`src/rtl/vtisa_pkg.sv`:
```
// Shared opcode constants, FSM state encoding and class-decode helpers for the vtisa core.
// VTISA_SINGLE_STEP_EN adds the STEP_WAIT state.
package vtisa_pkg;

  localparam int unsigned OPC_W = 5;

  localparam logic [OPC_W-1:0] OP_LI   = 5'b00000;
  localparam logic [OPC_W-1:0] OP_LD   = 5'b10000;
  localparam logic [OPC_W-1:0] OP_ST   = 5'b10001;
  localparam logic [OPC_W-1:0] OP_HALT = 5'b11111;

  typedef enum logic [2:0] {
    S_FETCH  = 3'd0,
    S_DECODE = 3'd1,
    S_EXEC   = 3'd2,
    S_MEM    = 3'd3,
    S_WB     = 3'd4,
    S_HALT   = 3'd5
`ifdef VTISA_SINGLE_STEP_EN
    , S_STEP_WAIT = 3'd6
`endif
  } state_e;

  function automatic logic is_alu(input logic [OPC_W-1:0] op);
    return ~op[4];
  endfunction

  function automatic logic is_mem(input logic [OPC_W-1:0] op);
    return (op[4:3] == 2'b10);
  endfunction

endpackage

```
`src/rtl/vtisa_decode.sv`:
```
// Combinational instruction decode: splits the instruction register into executor fields.
module vtisa_decode
  import vtisa_pkg::*;
(
  input  logic             ir_vld,
  input  logic [7:0]       ir,
  output logic [OPC_W-1:0] opcode,
  output logic [2:0]       imm,
  output logic [2:0]       reg_idx,
  output logic             is_alu_op,
  output logic             is_mem_op,
  output logic             mem_rw,
  output logic             is_halt
);

  // Class bits are qualified by ir_vld so the post-reset ir of zero decodes to all-zero fields.
  always_comb begin
    opcode    = ir[7:3];
    imm       = ir[2:0];
    reg_idx   = ir[2:0];
    is_alu_op = ir_vld & is_alu(ir[7:3]);
    is_mem_op = ir_vld & is_mem(ir[7:3]);
    mem_rw    = ir_vld & is_mem(ir[7:3]) & ir[3];
    is_halt   = ir_vld & (ir[7:3] == OP_HALT);
  end

endmodule

```
`src/rtl/vtisa_sequencer.sv`:
```
// Multi-cycle fetch/decode/execute controller owning PC, accumulator and the memory port.
// VTISA_SINGLE_STEP_EN adds step/step_wait and parks between instructions.
module vtisa_sequencer
  import vtisa_pkg::*;
#(
  parameter int unsigned       ADDR_W   = 8,
  parameter logic [ADDR_W-1:0] RESET_PC = '0
) (
  input  logic              clk,
  input  logic              reset,
  output logic              mem_req,
  output logic              mem_we,
  output logic [ADDR_W-1:0] mem_addr,
  output logic [7:0]        mem_wdata,
  input  logic [7:0]        mem_rdata,
  input  logic              mem_ack,
  output logic [4:0]        exe_opcode,
  output logic [2:0]        exe_imm,
  output logic [2:0]        exe_register,
  output logic              exe_is_alu_op,
  output logic              exe_is_mem_op,
  output logic              exe_mem_rw,
  output logic [7:0]        exe_acc,
  input  logic [7:0]        exe_new_acc,
  output logic [7:0]        acc,
  output logic [ADDR_W-1:0] pc,
  output logic              halted
`ifdef VTISA_SINGLE_STEP_EN
  ,
  input  logic              step,
  output logic              step_wait
`endif
);

`ifdef VTISA_SINGLE_STEP_EN
  localparam state_e FETCH_NEXT = S_STEP_WAIT;
`else
  localparam state_e FETCH_NEXT = S_FETCH;
`endif

  state_e            state_q, state_d;
  logic [ADDR_W-1:0] pc_q, pc_d;
  logic [7:0]        acc_q, acc_d;
  logic [7:0]        ir_q, ir_d;
  logic              ir_vld_q, ir_vld_d;
  logic              mem_req_q, mem_req_d;
  logic              mem_we_q, mem_we_d;
  logic [ADDR_W-1:0] mem_addr_q, mem_addr_d;
  logic [7:0]        mem_wdata_q, mem_wdata_d;
  logic              halted_q, halted_d;
  logic              dec_halt;
  logic              ack_ok;
`ifdef VTISA_SINGLE_STEP_EN
  logic              step_arm_q, step_arm_d;
  logic              step_wait_q, step_wait_d;
`endif

  vtisa_decode u_decode (
    .ir_vld    (ir_vld_q),
    .ir        (ir_q),
    .opcode    (exe_opcode),
    .imm       (exe_imm),
    .reg_idx   (exe_register),
    .is_alu_op (exe_is_alu_op),
    .is_mem_op (exe_is_mem_op),
    .mem_rw    (exe_mem_rw),
    .is_halt   (dec_halt)
  );

  // Next-state and datapath updates; memory-port registers follow the state being entered.
  always_comb begin
    state_d     = state_q;
    pc_d        = pc_q;
    acc_d       = acc_q;
    ir_d        = ir_q;
    ir_vld_d    = ir_vld_q;
    mem_addr_d  = mem_addr_q;
    mem_wdata_d = mem_wdata_q;
    mem_we_d    = 1'b0;
    ack_ok      = mem_req_q & mem_ack;

    case (state_q)
      S_FETCH: begin
        if (ack_ok) begin
          ir_d     = mem_rdata;
          ir_vld_d = 1'b1;
          pc_d     = pc_q + ADDR_W'(1);
          state_d  = S_DECODE;
        end
      end
      S_DECODE: begin
        if (dec_halt)           state_d = S_HALT;
        else if (exe_is_alu_op) state_d = S_EXEC;
        else if (exe_is_mem_op) state_d = S_MEM;
        else                    state_d = FETCH_NEXT;
      end
      S_EXEC: state_d = S_WB;
      S_MEM: begin
        if (ack_ok) begin
          if (!exe_mem_rw) acc_d = mem_rdata;
          state_d = FETCH_NEXT;
        end
      end
      S_WB: begin
        acc_d   = exe_new_acc;
        state_d = FETCH_NEXT;
      end
      S_HALT: state_d = S_HALT;
`ifdef VTISA_SINGLE_STEP_EN
      S_STEP_WAIT: begin
        if (step && step_arm_q) state_d = S_FETCH;
      end
`endif
      default: state_d = S_FETCH;
    endcase

    mem_req_d = (state_d == S_FETCH) || (state_d == S_MEM);
    if (state_d == S_FETCH) begin
      mem_addr_d = pc_d;
    end else if (state_d == S_MEM) begin
      mem_we_d    = exe_mem_rw;
      mem_addr_d  = ADDR_W'(ir_q[2:0]);
      mem_wdata_d = acc_d;
    end
    halted_d = (state_d == S_HALT);

`ifdef VTISA_SINGLE_STEP_EN
    // A step must be seen low before it can release another instruction.
    step_arm_d = step_arm_q | ~step;
    if ((state_q == S_STEP_WAIT) && (state_d == S_FETCH)) step_arm_d = 1'b0;
    step_wait_d = (state_d == S_STEP_WAIT);
`endif
  end

  always_ff @(posedge clk) begin
    if (reset) begin
      state_q     <= S_FETCH;
      pc_q        <= RESET_PC;
      acc_q       <= '0;
      ir_q        <= '0;
      ir_vld_q    <= 1'b0;
      mem_req_q   <= 1'b0;
      mem_we_q    <= 1'b0;
      mem_addr_q  <= '0;
      mem_wdata_q <= '0;
      halted_q    <= 1'b0;
`ifdef VTISA_SINGLE_STEP_EN
      step_arm_q  <= 1'b0;
      step_wait_q <= 1'b0;
`endif
    end else begin
      state_q     <= state_d;
      pc_q        <= pc_d;
      acc_q       <= acc_d;
      ir_q        <= ir_d;
      ir_vld_q    <= ir_vld_d;
      mem_req_q   <= mem_req_d;
      mem_we_q    <= mem_we_d;
      mem_addr_q  <= mem_addr_d;
      mem_wdata_q <= mem_wdata_d;
      halted_q    <= halted_d;
`ifdef VTISA_SINGLE_STEP_EN
      step_arm_q  <= step_arm_d;
      step_wait_q <= step_wait_d;
`endif
    end
  end

  assign mem_req   = mem_req_q;
  assign mem_we    = mem_we_q;
  assign mem_addr  = mem_addr_q;
  assign mem_wdata = mem_wdata_q;
  assign exe_acc   = acc_q;
  assign acc       = acc_q;
  assign pc        = pc_q;
  assign halted    = halted_q;
`ifdef VTISA_SINGLE_STEP_EN
  assign step_wait = step_wait_q;
`endif

endmodule

```
`config.mk`:
```
export PLATFORM = sky130hd
export DESIGN_NAME = vtisa_sequencer
export DESIGN_NICKNAME = d
export VERILOG_FILES = /design/src/rtl/vtisa_pkg.sv /design/src/rtl/vtisa_decode.sv /design/src/rtl/vtisa_sequencer.sv
export SDC_FILE = /design/constraint.sdc
export NUM_CORES = 1
export LEC_CHECK = 0
export CELL_PAD_IN_SITES_DETAIL_PLACEMENT = 1
export CELL_PAD_IN_SITES_GLOBAL_PLACEMENT = 1
export CORE_MARGIN = 2
export CORE_UTILIZATION = 32
export CTS_CLUSTER_DIAMETER = 150
export DETAILED_ROUTE_END_ITERATION = 10
export MAX_ROUTING_LAYER = met4
export PLACE_DENSITY = 0.9
export SYNTH_ARGS = -nofsm -noshare
export SYNTH_HDL_FRONTEND = slang
export SYNTH_SLANG_ARGS = --single-unit
```
`constraint.sdc`:
```
create_clock -name clk -period 1.9 [get_ports clk]
set_input_delay 0.38 -clock clk [delete_from_list [all_inputs] [get_ports clk]]
set_output_delay 0.38 -clock clk [all_outputs]
set_load 0.005 [all_outputs]
```
==> flow_metrics.py <==
metrics = {
    "synth": {
        "synth_top_flop_cell": "dfxtp_1",
        "synth_cell_type_count": 51,
        "netlist_instances": 233,
        "avgSynthCellArea_um2": 9.11,
        "synth_top_cell_area_share_pct": 44.3,
        "synth-edff-count": 0,
        "yosys-top-cells-area": "dfxtp_1, a21oi_1, nor2_1",
        "yosys-top-cells-count": "dfxtp_1, a21oi_1, nor2_1, nand2_1, buf_4",
        "ys_seq_elements": 47,
        "synth_top_area_cell": "dfxtp_1",
        "yosysWarnings": 0,
        "synth_nets": 253,
        "synth-async-reset-ratio_pct": 0,
        "yosysMostFrequentCell": "dfxtp_1",
        "ys_seq_area_share_pct": 44.3,
        "netlist_area_um2": 2120,
    },
    "critical_path": {
        "r2r_start": "ir_q[6]",
        "cp-start-kind": "register",
        "end_kind": "register",
        "cp_slowest_cell": "a2111oi_2",
        "cp_max_fo": 7,
        "reg2regPathDepth": 5,
        "critical_path.max_stage_delay_ns": 0.53,
        "path_cells": "and3_1 > a2111oi_2 > o221ai_2 > buf_4 > o221a_2",
        "worstSetupPathType": "reg -> reg",
        "arrival_ns": 2.08,
        "r2r_slack_ns": 0.03,
        "reg2reg_to": "mem_addr[2]",
        "worstPathRequired_ns": 2.11,
    },
    "power_and_ir_drop": {
        "sw_frac_of_total_pct": 25.1,
        "p_sw_w": 0.000522,
        "ir_worst_vdd_mv": 0.391,
        "comb_power_share_pct": 13.3,
        "intPower_w": 0.00156,
        "p_per_area_nw_per_um2": 633,
        "clkPwrFrac_pct": 37.2,
        "seqPwrFrac_pct": 49.5,
        "p_leak_nw": 1.24,
    },
    "detailed_routing": {
        "drtIter0Drc": 112,
        "antenna_left": 0,
        "wl_um": 7280,
        "drcViolationCount": 0,
        "post_drt_wl_per_cell_um": 17.9,
        "drt_first_pass_iters": 4,
        "vias": 2153,
        "vias_per_cell": 5.29,
    },
    "finish": {
        "synthToLayoutAreaGrowth_pct": 54.9,
        "n_antenna_cell": 0,
        "final_nets": 349,
        "drive_gt1_share_pct": 20.6,
    },
    "worst_hold_path": {
        "worstHoldStart": "mem_addr[6]",
        "hold_path_depth": 2,
        "holdPathEnd": "mem_addr[6]",
        "hp-class": "reg -> reg",
    },
    "placed_design": {
        "hpwl_um": 5260,
        "port_buffers": 75,
        "place.gp.congestion": 0.790,
    },
    "global_route": {
        "grt_util_all_layers_pct": 20.7,
        "antenna_found_initial": 0,
        "grt_pass1_wl_um": 11400,
        "grt_pass1_vias": 2267,
        "grt_max_degree": 17,
        "grt-ovfl-total": 0,
    },
    "floorplanning": {
        "die_y_um": 85.4,
        "core-area_um2": 6390,
        "start_util_pct": 33.2,
        "placementRows": 29,
        "die_w_um": 85.4,
        "ios": 76,
        "die-area_um2": 7300,
    },
    "clock_tree": {
        "ctsHoldBuffers": 0,
        "clkTransAtPathRegs_ns": 0.09,
        "htree_levels": 2,
        "numClockSinks": 47,
        "worstSkewPairLatency_ns": 0.31,
        "cts_root_buffer": "clkbuf_8",
        "cts_tree": "done",
        "cts_buffer_depth": 2,
        "numCtsBuffers": 5,
    },
    "timing": {
        "drv_slew": 0,
        "fin_crit_sh_pct": 98.4,
        "finalSetupTns_ns": 0,
        "setup_viol": 0,
        "finClkSkew_ns": 0.00673,
        "finalHoldViolations": 0,
        "slew_headroom_pct": 61.6,
        "holdWs_ns": 0.473,
        "period_needed_ns": 1.87,
        "fmax_mhz": 535,
        "tightest_slew_ns": 0.574,
    },
    "run": {
        "max-cap-violations": 0,
    },
    "status": {
        "outcome": "finished, final reports clean",
    },
}
[cells by family (layout without fill, tap and decap cells)]
family,after synthesis,in the layout,synth area share (%)
AND/OR/NAND/NOR,82,82,20.5
XOR/XNOR,6,6,2.48
adder cells (fa/ha/maj),1,1,0.590
AO/OA/AOI/OAI,69,69,23.1
multiplexers,2,2,0.943
flip-flops,47,47,44.3
buffers and inverters,26,123,8.02
[cell usage in the layout, fill, tap and decap left out, types with 3 or more instances in the layout]
cell,instances
a21oi_1,25
nand3_1,5
buf_4,35
a211oi_1,6
nor3_1,4
a22o_1,9
a21o_1,3
dfxtp_1,44
clkbuf_8,5
xnor2_1,5
nand2_1,24
and3_1,3
nor2b_1,4
clkdlybuf4s50_1,73
dfxtp_2,3
nor2_1,25
[power groups by stage]
stage                     sequential, W  clock [W]  combinational, W
after floorplan                 0.00105          0          0.000105
after global placement          0.00105          0          0.000257
after detailed placement        0.00105          0          0.000266
after CTS                       0.00103   0.000786          0.000274
after global routing            0.00103   0.000830          0.000295
final                           0.00103   0.000774          0.000277
[worst max-delay path by stage]
| stage | start | to | slack [ns] | cells past startpoint |
|---|---|---|---|---|
| finish | ir_q[6] | mem_addr[2] | 0.03 | 5 |
| detailed placement | mem_ack | mem_wdata[1] | -0.44 | 7 |
| CTS | ir_q[7] | mem_wdata[3] | 0.005 | 8 |
| global route | state_q[0] | mem_addr[7] | -0.02 | 6 |
| floorplan | state_q[1] | mem_addr[2] | 0.17 | 6 |
| global placement | mem_ack | mem_addr[4] | -0.36 | 9 |
[per-layer routing]
metal	global-route usage, %	vias up	part of all wire (%)
li1	-	1021	-
met1	25.1	1062	44
met2	34.6	59	51
met3	3.31	11	3.2
met4	7.94	0	2.2
met5	-	-	0
[through the flow]
stage	total power (W)	std cells	setup slack (ns)	instance area, um^2	utilization, %
5_1_grt	0.00216	407	-0.0177	3290	51.5
6_report	0.00208	407	0.0298	3290	51.5
4_1_cts	0.00209	406	0.00526	3240	50.7
3_5_place_dp	0.00132	396	-0.442	3080	48.3
2_1_floorplan	0.00115	233	0.172	2120	-
3_3_place_gp	0.00131	396	-0.356	3080	48.3
[worst max-delay path: cells and delay by family, from the launching register on]
kind / cells / cell delay (ns)
buffers and inverters: 1 / 0.21
DFF: 1 / 0.36
and+or+nand+nor: 1 / 0.19
AOI/OAI and AO/OA: 3 / 1.02
[registers in the layout, indices dropped and copies added, names as in the netlist, 3 cells and up]
signal / count
mem_wdata: 8
acc: 8
state_q: 3
mem_addr: 8
ir_q: 8
pc: 8
[final cells by class]
cell class / count / area, um^2
Tap cell: 77 / 96.3
Clock buffer: 5 / 68.8
Clock inverter: 3 / 47.5
Multi-Input combinational cell: 160 / 1060
Fill cell: 719 / 3100
Inverter: 2 / 7.51
Timing Repair Buffer: 113 / 1060
Sequential cell: 47 / 945
[repair_timing]
item                                    4_1_cts  5_1_grt
pin swaps                                     0        1
setup buffers                                 2        1
resized for setup                            11        9
endpoints found under the setup margin       15        9
Note: power is estimated with default switching activity, not from simulation.
